[src/rtl/imem_loader_pkg.sv]
// Shared types and constants for the instruction-memory boot loader.
// CHK exists only when LOADER_CHECKSUM_EN is defined.
package imem_loader_pkg;

    localparam int ISA_WIDTH = 16;
    localparam logic [15:0] ADDR_STRIDE = 16'd2;

    typedef enum logic [2:0] {
        LEN_HI = 3'd0,
        LEN_LO = 3'd1,
        DAT_HI = 3'd2,
        DAT_LO = 3'd3,
`ifdef LOADER_CHECKSUM_EN
        CHK    = 3'd4,
`endif
        DONE   = 3'd5,
        ERR    = 3'd6
    } state_t;

endpackage

[src/rtl/imem_loader.sv]
// Byte-stream boot loader: length-prefixed words into instruction memory.
// Optional trailing XOR checksum byte when LOADER_CHECKSUM_EN is defined.
module imem_loader
    import imem_loader_pkg::*;
#(
    parameter int IMEM_WORDS = 256
) (
    input  logic                 clk,
    input  logic                 reset,
    input  logic                 byte_valid,
    input  logic [7:0]           byte_data,
    output logic                 byte_ready,
    output logic                 imem_we,
    output logic [15:0]          imem_addr,
    output logic [ISA_WIDTH-1:0] imem_wdata,
    output logic                 cpu_reset,
    output logic                 done,
    output logic                 error
);

    localparam logic [16:0] MAX_WORDS = 17'(IMEM_WORDS);

`ifdef LOADER_CHECKSUM_EN
    localparam state_t END_ST = CHK;
`else
    localparam state_t END_ST = DONE;
`endif

    state_t      state;
    logic [7:0]  hi_byte;
    logic [15:0] word_total;
    logic [15:0] word_cnt;
    logic [15:0] len;
    logic        xfer;

    assign xfer = byte_valid & byte_ready;
    assign len  = {hi_byte, byte_data};

`ifdef LOADER_CHECKSUM_EN
    logic [7:0] csum;

    always_ff @(posedge clk or posedge reset) begin
        if (reset) begin
            csum <= 8'h00;
        end else if (xfer && state != CHK) begin
            csum <= csum ^ byte_data;
        end
    end
`endif

    always_ff @(posedge clk or posedge reset) begin
        if (reset) begin
            state      <= LEN_HI;
            byte_ready <= 1'b0;
            imem_we    <= 1'b0;
            imem_addr  <= '0;
            imem_wdata <= '0;
            cpu_reset  <= 1'b1;
            done       <= 1'b0;
            error      <= 1'b0;
            hi_byte    <= 8'h00;
            word_total <= '0;
            word_cnt   <= '0;
        end else begin
            imem_we    <= 1'b0;
            byte_ready <= 1'b1;
            // Delayed by one cycle so the last write lands first.
            cpu_reset  <= ~done;
            case (state)
                LEN_HI: begin
                    if (xfer) begin
                        hi_byte <= byte_data;
                        state   <= LEN_LO;
                    end
                end
                LEN_LO: begin
                    if (xfer) begin
                        word_total <= len;
                        if (len == 16'd0) begin
                            state      <= END_ST;
                            done       <= (END_ST == DONE);
                            byte_ready <= (END_ST != DONE);
                        end else if ({1'b0, len} > MAX_WORDS) begin
                            state      <= ERR;
                            error      <= 1'b1;
                            byte_ready <= 1'b0;
                        end else begin
                            state <= DAT_HI;
                        end
                    end
                end
                DAT_HI: begin
                    if (xfer) begin
                        hi_byte <= byte_data;
                        state   <= DAT_LO;
                    end
                end
                DAT_LO: begin
                    if (xfer) begin
                        imem_we    <= 1'b1;
                        imem_wdata <= len;
                        imem_addr  <= word_cnt * ADDR_STRIDE;
                        word_cnt   <= word_cnt + 16'd1;
                        if (word_cnt + 16'd1 == word_total) begin
                            state      <= END_ST;
                            done       <= (END_ST == DONE);
                            byte_ready <= (END_ST != DONE);
                        end else begin
                            state <= DAT_HI;
                        end
                    end
                end
`ifdef LOADER_CHECKSUM_EN
                CHK: begin
                    if (xfer) begin
                        byte_ready <= 1'b0;
                        if (byte_data == csum) begin
                            state <= DONE;
                            done  <= 1'b1;
                        end else begin
                            state <= ERR;
                            error <= 1'b1;
                        end
                    end
                end
`endif
                default: byte_ready <= 1'b0;
            endcase
        end
    end

endmodule
[config.mk]
export PLATFORM = sky130hd
export DESIGN_NAME = imem_loader
export DESIGN_NICKNAME = d
export VERILOG_FILES = /design/src/rtl/imem_loader_pkg.sv /design/src/rtl/imem_loader.sv
export SDC_FILE = /design/constraint.sdc
export NUM_CORES = 1
export LEC_CHECK = 0
export CAP_MARGIN = 20
export CORE_AREA = 2 2 83 105
export DETAILED_ROUTE_END_ITERATION = 7
export DIE_AREA = 0 0 85 107
export PLACE_DENSITY = 0.73
export SLEW_MARGIN = 10
export SYNTH_ARGS = -nofsm -noshare
export SYNTH_HDL_FRONTEND = slang
export SYNTH_SLANG_ARGS = --single-unit
[constraint.sdc]
create_clock -name clk -period 2.3 [get_ports clk]
set_clock_uncertainty 0.1 [all_clocks]
set_input_delay 0.345 -clock clk [delete_from_list [all_inputs] [get_ports clk]]
set_output_delay 0.345 -clock clk [all_outputs]
set_load 0.05 [all_outputs]
==> results.sh <==
export IMPL_status="finished with violations"
export IMPL_failed_checks="setup timing"
export IMPL_timing_critical_path_cells="nand4_4, buf_4, nor2_2, xnor2_1, a21oi_1, or4_4, nor3_2, o221a_1"
export IMPL_grt_first_pass_wirelength_mm=13.0
export IMPL_finalPower_mw=5.56
export IMPL_finish_cell_count_without_fillers=516
export IMPL_post_place_ws_ns=-0.0602
export IMPL_finalHoldViolations=0
export IMPL_number_of_enable_flip_flop_cells_after_synthesis=0
export IMPL_cts_tree="done"
export IMPL_critical_path_startpoint_type="flop"
export IMPL_p_sw_mw=2.10
export IMPL_viasPerCell=5.08
export IMPL_seq_area_sq_um=1980
export IMPL_final_cell_mix="nand2_1 (110), dfrtp_1 (77), clkdlybuf4s50_1 (46)"
export IMPL_power_frac_comb=0.387
export IMPL_worstSetupEndpointType="flop"
export IMPL_grtUsageMet3=0.0316
export IMPL_cts_buffers=9
export IMPL_grt_pass1_vias=2752
export IMPL_cellPowerDensity_nw_per_um2=1200
export IMPL_clock_sinks=79
export IMPL_synth_seq_area_share=0.547
export IMPL_fp_coreArea_sq_um=8100
export IMPL_root_buffer="clkbuf_8"
export IMPL_worstPathBufferInverterCount=1
export IMPL_post_cts_repair_setup_buffers=0
export IMPL_worst_endpoint_arrival_ns=2.53
export IMPL_hold_path_class="flop to flop"
export IMPL_syn_nets=361
export IMPL_initial_utilization=0.446
export IMPL_grt_total_usage=0.182
export IMPL_total_leakage_power_nw=2.16
export IMPL_insertion_delay_ns=0.35
export IMPL_setup_tns_final_ns=-0.0755
export IMPL_worst_path_max_delay_cell="or4_4"
export IMPL_worstPathRequired_ns=2.48
export IMPL_internal_power_mw=3.46
export IMPL_asyncSetResetFlopFracSynth=1.00
export IMPL_clock_tree_buffer_depth=2
export IMPL_timing_max_cap_violations=0
export IMPL_multi_input_comb_area_sq_um=1590
export IMPL_worst_setup_path_type="flop to flop"
export IMPL_clkPwrFrac=0.216
export IMPL_antennaDiodeCount=0
export IMPL_reg2reg_setup_slack_ns=-0.05
export IMPL_die_h_um=107
export IMPL_maximum_number_of_pins_on_one_net_before_global_route_repair=80
export IMPL_drt_pass1_iterations=6
export IMPL_fmax_mhz=426
export IMPL_post_syn_area_sq_um=3610
export IMPL_layout_cells_most_common="nand2_1"
export IMPL_clkSlewWorstSetupHoldPaths_ns=0.07
export IMPL_htree_levels=3
export IMPL_grt_use_met1=0.237
export IMPL_antenna_found_initial=0
export IMPL_areaGrowthSynthToFinish_pct=28.3
export IMPL_num_vias=2620
export IMPL_worst_margin_slew_ns=0.510
export IMPL_grt_overflow_total=0
export IMPL_gr_max_usage_layer="met2"
export IMPL_layout_worst_path_cycle_share=1.02
export IMPL_ys_flop_type="dfrtp_1"
export IMPL_crit_path_max_incr_delay_ns=0.55
export IMPL_drt_wl_total_mm=7.56
export IMPL_die_footprint_sq_um=9100
export IMPL_timing_final_setup_violations=2
export IMPL_port_buffers=46
export IMPL_route_detailed_wl_per_inst_um=14.7
export IMPL_holdBufCountCts=0
export IMPL_drt_iter0_drc=135
export IMPL_timing_critical_path_fanout_max=4
export IMPL_synthesis_instances=349
export IMPL_postRouteAntennaNets=0
export IMPL_pins_over_slew_limit=0
export IMPL_netSwitchingFraction=0.378
export IMPL_final_net_count=428
export IMPL_rsz0062_at_grt="true"
export IMPL_part_of_the_total_power_dissipated_in_sequential_elements=0.398
export IMPL_row_count=37
export IMPL_share_of_cells_above_drive_strength_1=0.193
export IMPL_ys_ff_latch=79
export IMPL_num_fill_cells=692
export IMPL_ir_worst_vdd_uv=902
export IMPL_remaining_drc_errors=0
export IMPL_timing_critical_path_max_delay_family="simple AND/OR/NAND/NOR gates"
export IMPL_place_congestion=0.904
export IMPL_synthesis_yosys_warnings=0
export IMPL_ys_types=49
export IMPL_top_level_ports=48
export IMPL_met2_layer_usage_reported_by_global_route=0.291
export IMPL_synth_avg_cell_area_sq_um=10.4
export IMPL_place_hpwl_mm=5.30
export IMPL_min_period_ns=2.35
export IMPL_die_w_um=85
export IMPL_timing_max_slew_rel_slack=0.655
export IMPL_post_place_cells=502
export IMPL_crit_path_setup_slack_layout_ns=-0.0461
per-layer routing:
layer  vias to the layer above  share of wire
li1                       1280              -
met1                      1266           0.45
met2                        59           0.50
met3                        15          0.029
met4                         0          0.030
met5                         -              0
cell usage after synthesis (2+ instances only):
cell / number / share of area
and3_4: 2 / 0.0062
a21oi_1: 3 / 0.0042
nand4_1: 3 / 0.0052
buf_4: 3 / 0.0062
and3_1: 3 / 0.0052
inv_1: 5 / 0.0052
o21ai_0: 2 / 0.0028
clkbuf_1: 7 / 0.0073
nand2_1: 110 / 0.11
nor2_2: 2 / 0.0035
nand3_1: 11 / 0.015
nor3_2: 3 / 0.0083
nor3_1: 5 / 0.0069
buf_2: 5 / 0.0069
a21o_1: 3 / 0.0062
xor2_1: 11 / 0.027
dfrtp_1: 78 / 0.54
mux2i_1: 2 / 0.0055
nor2_1: 14 / 0.015
xnor2_1: 24 / 0.058
mux2_1: 6 / 0.019
mux2_2: 18 / 0.056
nor4_1: 3 / 0.0052
registers in the layout, indices dropped and copies added, names as in the netlist:
register and count:
byte_ready 1, cpu_reset 1, done 1, error 1, hi_byte 8, imem_addr 15, imem_wdata 16, imem_we 1
state 3, word_cnt 16, word_total 16
power groups by stage:
stage          Combinational (mW)  Sequential (mW)  Clock, mW
2_1_floorplan               0.804             2.83          0
3_3_place_gp                 2.07             2.20          0
3_5_place_dp                 2.11             2.22          0
4_1_cts                      2.14             2.21       1.23
5_1_grt                      2.31             2.27       1.29
6_report                     2.15             2.21       1.20
cell families (layout without fill, tap and decap cells):
kind of cell / Yosys count / count (layout) / share of synthesized area
mux: 26 / 26 / 0.0803
flops: 79 / 79 / 0.547
fa+ha+maj: 1 / 1 / 0.00346
simple gates: 165 / 165 / 0.207
other cells: 1 / 1 / 0.00104
compound gates: 18 / 18 / 0.0377
buf+inv: 22 / 92 / 0.0298
xor+xnor: 37 / 37 / 0.0938
metrics by stage:
step	hold slack [ns]	area (sq um)	util
4_1_cts	0.343	4590	0.567
6_report	0.339	4640	0.573
2_1_floorplan	0.350	3620	-
3_5_place_dp	0.332	4340	0.536
5_1_grt	0.357	4640	0.573
3_3_place_gp	0.325	4340	0.536
area by class of cell:
| class | count | share of cell area |
|---|---|---|
| well taps | 97 | 0.0262 |
| inverters | 5 | 0.00486 |
| clock inverters | 4 | 0.0205 |
| repair buffers | 73 | 0.150 |
| flip-flops and latches | 79 | 0.427 |
| clock buffers | 10 | 0.0297 |
| multi-input cells | 248 | 0.342 |
worst paths after layout:
kind,depth (start not counted),end,start
worst min register to register,1,cpu_reset$_DFF_PP1_,done$_DFFE_PP0P_
worst max-delay path,8,state[0]$_DFFE_PP0P_,word_cnt[4]$_DFFE_PP0P_
worst max register to register,8,state[0]$_DFFE_PP0P_,word_cnt[4]$_DFFE_PP0P_
min in group asynchronous,3,imem_addr[1]$_DFFE_PP0P_,reset
worst min-delay path,1,cpu_reset$_DFF_PP1_,done$_DFFE_PP0P_
max in group asynchronous,3,cpu_reset$_DFF_PP1_,reset
repair_timing:
action                     4_1_cts  5_1_grt
pin swaps                        0        3
resized for setup                3        9
setup endpoints to repair        4        5
No activity file was read; power rests on OpenSTA's default activity.
